===== src/rtl/mips_cpu_muldiv_iter_if.sv =====
// Request/response bundle between the execute stage and the iterative mul/div unit.
interface mips_cpu_muldiv_iter_if;
    logic        start;
    logic        is_div;
    logic        sin;
    logic [31:0] in_1;
    logic [31:0] in_2;
    logic        busy;
    logic        done;
    logic        div_zero;
    logic [31:0] hi;
    logic [31:0] lo;

    modport master (output start, is_div, sin, in_1, in_2,
                    input  busy, done, div_zero, hi, lo);
    modport slave  (input  start, is_div, sin, in_1, in_2,
                    output busy, done, div_zero, hi, lo);
endinterface


===== src/rtl/mips_cpu_muldiv_iter.sv =====
// Radix-2 shift-add multiplier / restoring divider for MULT(U)/DIV(U), 34-cycle latency.
// Optional early-out for trivial operands: define MULDIV_SHORTCUT_EN.
module mips_cpu_muldiv_iter (
    input  logic                          clk,
    input  logic                          reset,
    mips_cpu_muldiv_iter_if.slave         bus
);
    typedef enum logic [1:0] {IDLE, CALC, FIXUP} state_e;

    state_e      state_q, state_d;
    logic        is_div_q, sin_q, sign_a_q, sign_b_q, dz_op_q;
    logic [31:0] orig_a_q;
    logic [63:0] mcand_q;
    logic [31:0] mplr_q;
    logic [63:0] acc_q, acc_d;
    logic [4:0]  cnt_q;
    logic [31:0] hi_q, lo_q;
    logic        divz_q, done_q;
    logic        busy;

    logic [31:0] mag_a, mag_b;
    logic        short_hit;
    logic [32:0] rem_sh;
    logic [31:0] trial;
    logic        ge;
    logic        neg;
    logic [63:0] prod_fix;
    logic [31:0] quot_fix, rem_fix;

    assign mag_a = (bus.sin && bus.in_1[31]) ? (~bus.in_1 + 32'd1) : bus.in_1;
    assign mag_b = (bus.sin && bus.in_2[31]) ? (~bus.in_2 + 32'd1) : bus.in_2;

`ifdef MULDIV_SHORTCUT_EN
    assign short_hit = bus.is_div ? ((bus.in_2 == 32'd0) || (mag_a < mag_b))
                                  : ((bus.in_1 == 32'd0) || (bus.in_2 == 32'd0));
`else
    assign short_hit = 1'b0;
`endif

    // FSM: state register
    always_ff @(posedge clk) begin
        if (reset) state_q <= IDLE;
        else       state_q <= state_d;
    end

    // FSM: next state
    always_comb begin
        state_d = state_q;
        unique case (state_q)
            IDLE:    if (bus.start) state_d = short_hit ? FIXUP : CALC;
            CALC:    if (cnt_q == 5'd31) state_d = FIXUP;
            FIXUP:   state_d = IDLE;
            default: state_d = IDLE;
        endcase
    end

    // FSM: outputs
    always_comb begin
        busy = (state_q != IDLE);
    end

    // One iteration step; the divide shifts in the next dividend bit before the trial subtract.
    always_comb begin
        rem_sh = {acc_q[63:32], acc_q[31]};
        ge     = (rem_sh >= {1'b0, mplr_q});
        trial  = rem_sh[31:0] - mplr_q;
        if (is_div_q)
            acc_d = ge ? {trial, acc_q[30:0], 1'b1} : {rem_sh[31:0], acc_q[30:0], 1'b0};
        else
            acc_d = acc_q + (mplr_q[0] ? mcand_q : 64'd0);
    end

    always_comb begin
        neg      = sin_q & (sign_a_q ^ sign_b_q);
        prod_fix = neg ? (~acc_q + 64'd1) : acc_q;
        quot_fix = neg ? (~acc_q[31:0] + 32'd1) : acc_q[31:0];
        rem_fix  = (sin_q && sign_a_q) ? (~acc_q[63:32] + 32'd1) : acc_q[63:32];
    end

    always_ff @(posedge clk) begin
        if (reset) begin
            is_div_q <= 1'b0;
            sin_q    <= 1'b0;
            sign_a_q <= 1'b0;
            sign_b_q <= 1'b0;
            dz_op_q  <= 1'b0;
            orig_a_q <= 32'd0;
            mcand_q  <= 64'd0;
            mplr_q   <= 32'd0;
            acc_q    <= 64'd0;
            cnt_q    <= 5'd0;
            hi_q     <= 32'd0;
            lo_q     <= 32'd0;
            divz_q   <= 1'b0;
            done_q   <= 1'b0;
        end else begin
            done_q <= 1'b0;
            unique case (state_q)
                IDLE: if (bus.start) begin
                    is_div_q <= bus.is_div;
                    sin_q    <= bus.sin;
                    sign_a_q <= bus.sin & bus.in_1[31];
                    sign_b_q <= bus.sin & bus.in_2[31];
                    dz_op_q  <= (bus.in_2 == 32'd0);
                    orig_a_q <= bus.in_1;
                    mplr_q   <= mag_b;
                    cnt_q    <= 5'd0;
                    mcand_q  <= bus.is_div ? 64'd0 : {32'd0, mag_a};
                    // A skipped small divide lands with the dividend already in the remainder half.
                    if (bus.is_div)
                        acc_q <= short_hit ? {mag_a, 32'd0} : {32'd0, mag_a};
                    else
                        acc_q <= 64'd0;
                end
                CALC: begin
                    acc_q <= acc_d;
                    cnt_q <= cnt_q + 5'd1;
                    if (!is_div_q) begin
                        mcand_q <= {mcand_q[62:0], 1'b0};
                        mplr_q  <= {1'b0, mplr_q[31:1]};
                    end
                end
                FIXUP: begin
                    done_q <= 1'b1;
                    if (!is_div_q) begin
                        hi_q   <= prod_fix[63:32];
                        lo_q   <= prod_fix[31:0];
                        divz_q <= 1'b0;
                    end else if (dz_op_q) begin
                        hi_q   <= orig_a_q;
                        lo_q   <= 32'hFFFF_FFFF;
                        divz_q <= 1'b1;
                    end else begin
                        hi_q   <= rem_fix;
                        lo_q   <= quot_fix;
                        divz_q <= 1'b0;
                    end
                end
                default: ;
            endcase
        end
    end

    assign bus.busy     = busy;
    assign bus.done     = done_q;
    assign bus.div_zero = divz_q;
    assign bus.hi       = hi_q;
    assign bus.lo       = lo_q;
endmodule

===== src/flat_wrapper.sv =====
// flat-port wrapper written by rule: the top's interface ports become plain ports
module mips_cpu_muldiv_iter_flat 
  (clk, reset, bus_start, bus_is_div, bus_sin, bus_in_1, bus_in_2, bus_busy, bus_done, bus_div_zero, bus_hi, bus_lo);
  mips_cpu_muldiv_iter_if bus_i ();
  input  logic clk;
  input  logic reset;
  input wire logic [$bits(bus_i.start)-1:0] bus_start;
  input wire logic [$bits(bus_i.is_div)-1:0] bus_is_div;
  input wire logic [$bits(bus_i.sin)-1:0] bus_sin;
  input wire logic [$bits(bus_i.in_1)-1:0] bus_in_1;
  input wire logic [$bits(bus_i.in_2)-1:0] bus_in_2;
  output wire logic [$bits(bus_i.busy)-1:0] bus_busy;
  output wire logic [$bits(bus_i.done)-1:0] bus_done;
  output wire logic [$bits(bus_i.div_zero)-1:0] bus_div_zero;
  output wire logic [$bits(bus_i.hi)-1:0] bus_hi;
  output wire logic [$bits(bus_i.lo)-1:0] bus_lo;
  assign bus_i.start = bus_start;
  assign bus_i.is_div = bus_is_div;
  assign bus_i.sin = bus_sin;
  assign bus_i.in_1 = bus_in_1;
  assign bus_i.in_2 = bus_in_2;
  assign bus_busy = bus_i.busy;
  assign bus_done = bus_i.done;
  assign bus_div_zero = bus_i.div_zero;
  assign bus_hi = bus_i.hi;
  assign bus_lo = bus_i.lo;
  mips_cpu_muldiv_iter u_core (.clk(clk), .reset(reset), .bus(bus_i));
endmodule

===== config.mk =====
export PLATFORM = sky130hd
export DESIGN_NAME = mips_cpu_muldiv_iter_flat
export DESIGN_NICKNAME = d
export VERILOG_FILES = /design/src/rtl/mips_cpu_muldiv_iter_if.sv /design/src/rtl/mips_cpu_muldiv_iter.sv /design/src/flat_wrapper.sv
export SDC_FILE = /design/constraint.sdc
export NUM_CORES = 1
export LEC_CHECK = 0
export ABC_CLOCK_PERIOD_IN_PS = 3700
export CAP_MARGIN = 10
export CORE_MARGIN = 2
export CORE_UTILIZATION = 40
export DETAILED_ROUTE_END_ITERATION = 6
export SYNTH_ARGS = -nofsm -noshare
export SYNTH_HDL_FRONTEND = slang
export SYNTH_SLANG_ARGS = --single-unit

===== constraint.sdc =====
create_clock -name clk -period 3.7 [get_ports clk]
set_input_delay 0.37 -clock clk [delete_from_list [all_inputs] [get_ports clk]]
set_output_delay 0.37 -clock clk [all_outputs]
set_load 0.02 [all_outputs]

* Word-level counts from Yosys, hierarchy flattened
Cells that the tools add are included.
Cells by class: multiplexer cells 30, equality and inequality tests 6, reductions and logical operators 11, bitwise logic cells 9, order comparisons 1, $add $sub $neg 8
Operators by type and width (count):
- 64-bit two-way mux | 7
- 32-bit two-way mux | 12
- 64-bit case mux with 2 select lines | 2
- 32-bit by 1-bit adder with 32-bit output, second input constant | 4
- 32-bit NOT | 4
- 64-bit by 1-bit adder with 64-bit output, second input constant | 1
- 64-bit adder | 1
- 64-bit NOT | 1
- 32-bit case mux with 2 select lines | 1
- 33-bit by 32-bit >= comparator with 1-bit output | 1
- 32-bit logical NOT | 1
- 32-bit subtractor | 1
- 5-bit case mux with 2 select lines | 1
- 2-bit AND reduction | 3
- 5-bit by 1-bit adder with 5-bit output, second input constant | 1
- 5-bit equality test, second input constant | 1
- 5-bit two-way mux | 1
- 2-bit two-way mux | 2
- 2-bit != test, second input constant | 2
- 2-bit case mux with 2 select lines | 1
- 2-bit nonzero test | 2
- 1-bit AND | 3
- 1-bit logical AND | 3
- 1-bit two-way mux | 3
- 6 further kinds | 6
Word-level totals: bits of input ports 69, word-level logic and storage cells 80, output and inout port bits 67, register bits after elaboration 270

* Depth between registers and ports, before layout
depth after elaboration 6, depth in mapped cells 15, mapped depth without buffers 14

* Least setup slack after synthesis
Ideal clock, no wire load.
path type register -> register, from register u_core.mplr_q[0], to register u_core.acc_q[60], arrival time 3.490 ns, path slack 0.082 ns, required time 3.572 ns, stages on the path, launching flop included 16, period minus slack after synthesis 3.618 ns, buffers on the path 2, setup time 0.128 ns, path through dfxtp_1 > clkbuf_1 > clkbuf_1 > and2_1 > ha_1 > fa_1 > a211oi_1 > o21ai_0 > a21oi_1 > nor3_1 > a311oi_1 > a31oi_1 > a21oi_1 > o31a_1 > mux2i_1 > o211ai_1
Between the ends: word-level cells in the longest chain between the ends 4, elaborated cells between the ends (all ways) 7, those cells by class 2 x add/sub; 1 x order compare; 4 x mux
Ends and longest elaborated chain:
- start, declared | RTL line mips_cpu_muldiv_iter.sv:14 | logic [31:0] mplr_q;
- start signal, assigned | RTL line mips_cpu_muldiv_iter.sv:106 | mplr_q <= mag_b;
- start signal, assigned | RTL line mips_cpu_muldiv_iter.sv:120 | mplr_q <= {1'b0, mplr_q[31:1]};
- 64-bit two-way mux, or another cell as far along | RTL line mips_cpu_muldiv_iter.sv:70 | acc_d = acc_q + (mplr_q[0] ? mcand_q : 64'd0);
- 64-bit adder / 64-bit two-way mux (equally long branches) | RTL line mips_cpu_muldiv_iter.sv:70, mips_cpu_muldiv_iter.sv:68
- 64-bit two-way mux (*) | RTL line mips_cpu_muldiv_iter.sv:67 | if (is_div_q)
- 64-bit case mux with 2 select lines (*) | RTL line mips_cpu_muldiv_iter.sv:98 | unique case (state_q)
- end signal, assigned | RTL line mips_cpu_muldiv_iter.sv:111 | acc_q <= short_hit ? {mag_a, 32'd0} : {32'd0, mag_a};
- end, declared | RTL line mips_cpu_muldiv_iter.sv:15 | logic [63:0] acc_q, acc_d;
Every way passes the cells marked *; elsewhere a longest branch is shown, timed or not. A chain may end at the register's enable or synchronous reset.

* Final worst setup path
from register u_core.mplr_q[0], to register u_core.acc_q[59]
Same word-level chain as after synthesis.

==> reports/qor.yml <==
run_status:
  status: "completed"
synthesis:
  syn_avg_cell_area_sq_um: 7.280
  yosysTopAreaCell: "dfxtp_1"
  async_flop_share_pct: 0
  synth_top_area_share_pct: 26.76
  synth_area_sq_um: 20200
  synthCells: 2775
  ys_seq_elements: 270
  synth_flop_cell: "dfxtp_1"
  yosysSeqAreaShare_pct: 26.76
  ys_types: 78
  synth-warning-count: 0
  syn-num-nets: 2947
  synth.area.top_cells: "dfxtp_1, a21oi_1, ha_1"
  synth_edf_count: 0
grt:
  antenna_found_initial: 0
  met3_usage_pct: 5.152
  met2_usage_pct: 43.02
  grt_max_degree: 145
  grt_pass1_vias: 20254
  grt_usage_pct: 28.69
  grt_pass1_wl_microns: 119600
  busiest_layer: "met2"
  grt_remaining_overflow: 0
  grtUsageMet1_pct: 41.27
timing:
  finalSetupViolations: 0
  maxSlewViolCount: 0
  maxSlewHeadroom_pct: 29.76
  hold_ws_ps: 281.5
  period_needed_ps: 3651
  fin_worst_skew_ps: 35.75
  rsz0062_at_grt: "yes"
  fmax_mhz: 273.9
  tightest_slew_ps: 1054
  hold_viol_final: 0
  post-route-period-util_pct: 98.68
cells_and_area:
  fillers: 5022
  fin_nets: 3101
  drive_gt1_share_pct: 10.40
  final_common_cell: "nor2_1"
  diodes: 0
  fin_util_pct: 48.65
  area_delta_synth_final_pct: 20.33
  final_cell_mix: "nor2_1, nand2_1, a21oi_1"
run:
  maxCapViolations: 0
drt:
  vias: 21595
  wirelength_microns: 77920
  routedWlPerCell_microns: 21.50
  drcViolationCount: 0
  dr.pass1.iters: 7
  drtIter0Drc: 2040
  drtAntennaViolNets: 0
  viasPerCell: 5.959
clocking:
  cts_hold_buf: 0
  cts_tree: "built"
  cts_max_level: 1
  clock-root-buffer: "clkbuf_16"
  clk_path_buf_depth: 3
  cts_made_buffers: 31
  clk_latency_ps: 600
  cts.sinks: 270
  clk_pin_slew_ps: 70
floorplanning:
  initial_core_util_pct: 40.43
  ioPinCount: 136
  rows: 82
  fp.coreArea_sq_um: 49970
  chipWidth_microns: 228.7
  die-area_sq_um: 52320
  die_h_microns: 228.7
setup_path:
  reg2reg_slack_ps: 50
  worst_setup_path_start_kind: "flip-flop"
  timing.rr.end: "u_core.acc_q[59]"
  r2r_cells: 12
  startpoint: "u_core.mplr_q[0]"
  r2r_start: "u_core.mplr_q[0]"
  worst_setup_path_end_kind: "flip-flop"
  critPathRequiredTime_ps: 4200
  arrival_ps: 4150
  worstPathMaxFanout: 37
  path_class: "flip-flop to flip-flop"
min_path:
  min_to: "u_core.mcand_q[47]"
  hold_path.class: "primary input to flip-flop"
  holdPathStages: 2
  worst_hold_startpoint: "reset"
power_and_ir_drop:
  power_density_nw_per_um2: 346.7
  p_leak_nw: 9.895
  ir_worst_vdd_mv: 0.3658
place:
  finalWeightedCongestion: 0.9956
  dpl.hpwl_microns: 58440
  numPortBuffers: 135
worst max path at each step:
stage                       end  slack (ps)  depth (start not counted)
5_1_grt        u_core.acc_q[58]         -30                         14
2_1_floorplan  u_core.acc_q[60]          80                         15
3_5_place_dp   u_core.acc_q[59]          -8                         12
6_report       u_core.acc_q[59]          50                         12
3_3_place_gp   u_core.acc_q[59]          10                         12
4_1_cts        u_core.acc_q[34]          60                         15
flip-flops by register name, indices dropped and copies added, names as in the netlist, 2 cells and up:
signal           cells
u_core.orig_a_q     32
u_core.mcand_q      64
u_core.cnt_q         5
u_core.mplr_q       32
u_core.bus.hi       32
u_core.acc_q        64
u_core.state_q       2
u_core.bus.lo       32
cells in the mapped netlist, types with 4 or more instances:
master	count
a32o_1	5
nand3b_1	5
nand2_1	313
a311oi_1	15
and3_1	20
and2_1	79
xnor2_1	105
dfxtp_1	270
a31o_2	4
o21bai_1	18
nor2_1	332
clkbuf_1	190
inv_1	59
a31oi_1	27
or3_1	16
o221ai_1	5
a222oi_1	5
a211oi_1	79
or4_1	6
xor2_1	120
a21oi_1	308
buf_1	16
nor2b_1	10
nor3b_1	4
a221o_1	7
o21a_1	6
o22ai_1	7
o21ai_0	145
a21o_1	64
o31a_1	4
nand2b_1	15
nand3_1	31
and4_1	5
o41ai_1	12
mux2i_1	27
nand4_1	29
nor3_1	84
a22oi_1	44
o211ai_1	58
ha_1	101
a221oi_1	22
o31ai_1	22
nor4_1	27
power by group:
group / switching (W) / total [W] / internal, W
logic: 0.00136 / 0.00217 / 0.000805
registers: 0.000150 / 0.00320 / 0.00305
clock network: 0.00135 / 0.00306 / 0.00171
what timing repair did:
item                       in CTS  in global routing
gates cloned                    0                  0
pin swaps                       1                  2
setup buffers                   1                  1
resized for setup               5                 19
setup endpoints to repair       4                 21
layout make-up:
| type | count | area [sq um] | area share (%) |
|---|---|---|---|
| clock buffer | 42 | 867.1 | 3.567 |
| clock inverter | 14 | 121.4 | 0.4993 |
| inverter | 60 | 225.2 | 0.9264 |
| multi-input combinational | 2235 | 13960 | 57.43 |
| sequential | 270 | 5410 | 22.26 |
| tap | 672 | 840.8 | 3.459 |
| timing repair buffer | 331 | 2884 | 11.86 |
worst max-delay path, cell delays in order, from the launching register on:
cell and delay, ps:
dfxtp_2 440, buf_6 290, and2_1 210, ha_1 290, a21oi_1 270, nand2_1 160, a21oi_1 370, o21ai_0 200
a31o_2 280, a21o_1 220, a41oi_2 280, mux2_2 370, a22oi_1 130
kinds of logic (layout without fill, tap and decap cells):
group / Yosys count / count (layout) / share of synthesized area [%]
adder cells (fa/ha/maj): 103 / 103 / 6.454
AO/OA/AOI/OAI: 888 / 888 / 28.10
XOR/XNOR: 225 / 225 / 9.755
buffers and inverters: 270 / 447 / 5.054
AND/OR/NAND/NOR: 989 / 989 / 22.38
flip-flops: 270 / 270 / 26.76
multiplexers: 30 / 30 / 1.505
routing by layer:
| layer | vias to the layer above | part of all wire [%] |
|---|---|---|
| met2 | 938 | 42 |
| met1 | 10263 | 45 |
| met5 | - | 0 |
| met3 | 139 | 9.7 |
| li1 | 10255 | - |
| met4 | 0 | 3.6 |
through the flow:
stage | worst slack [ps] | instance area, sq um | total power [W] | std cells | TNS, ps
floorplan | 81.68 | 20200 | 0.004522 | 2775 | 0
global placement | 14.63 | 23170 | 0.005335 | 3566 | 0
detailed placement | -8.272 | 23170 | 0.005356 | 3566 | -11.75
CTS | 58.07 | 24190 | 0.008414 | 3623 | 0
global route | -28.82 | 24310 | 0.008764 | 3624 | -40.55
finish | 48.86 | 24310 | 0.008429 | 3624 | 0
Power figures use the tool's default switching activity.
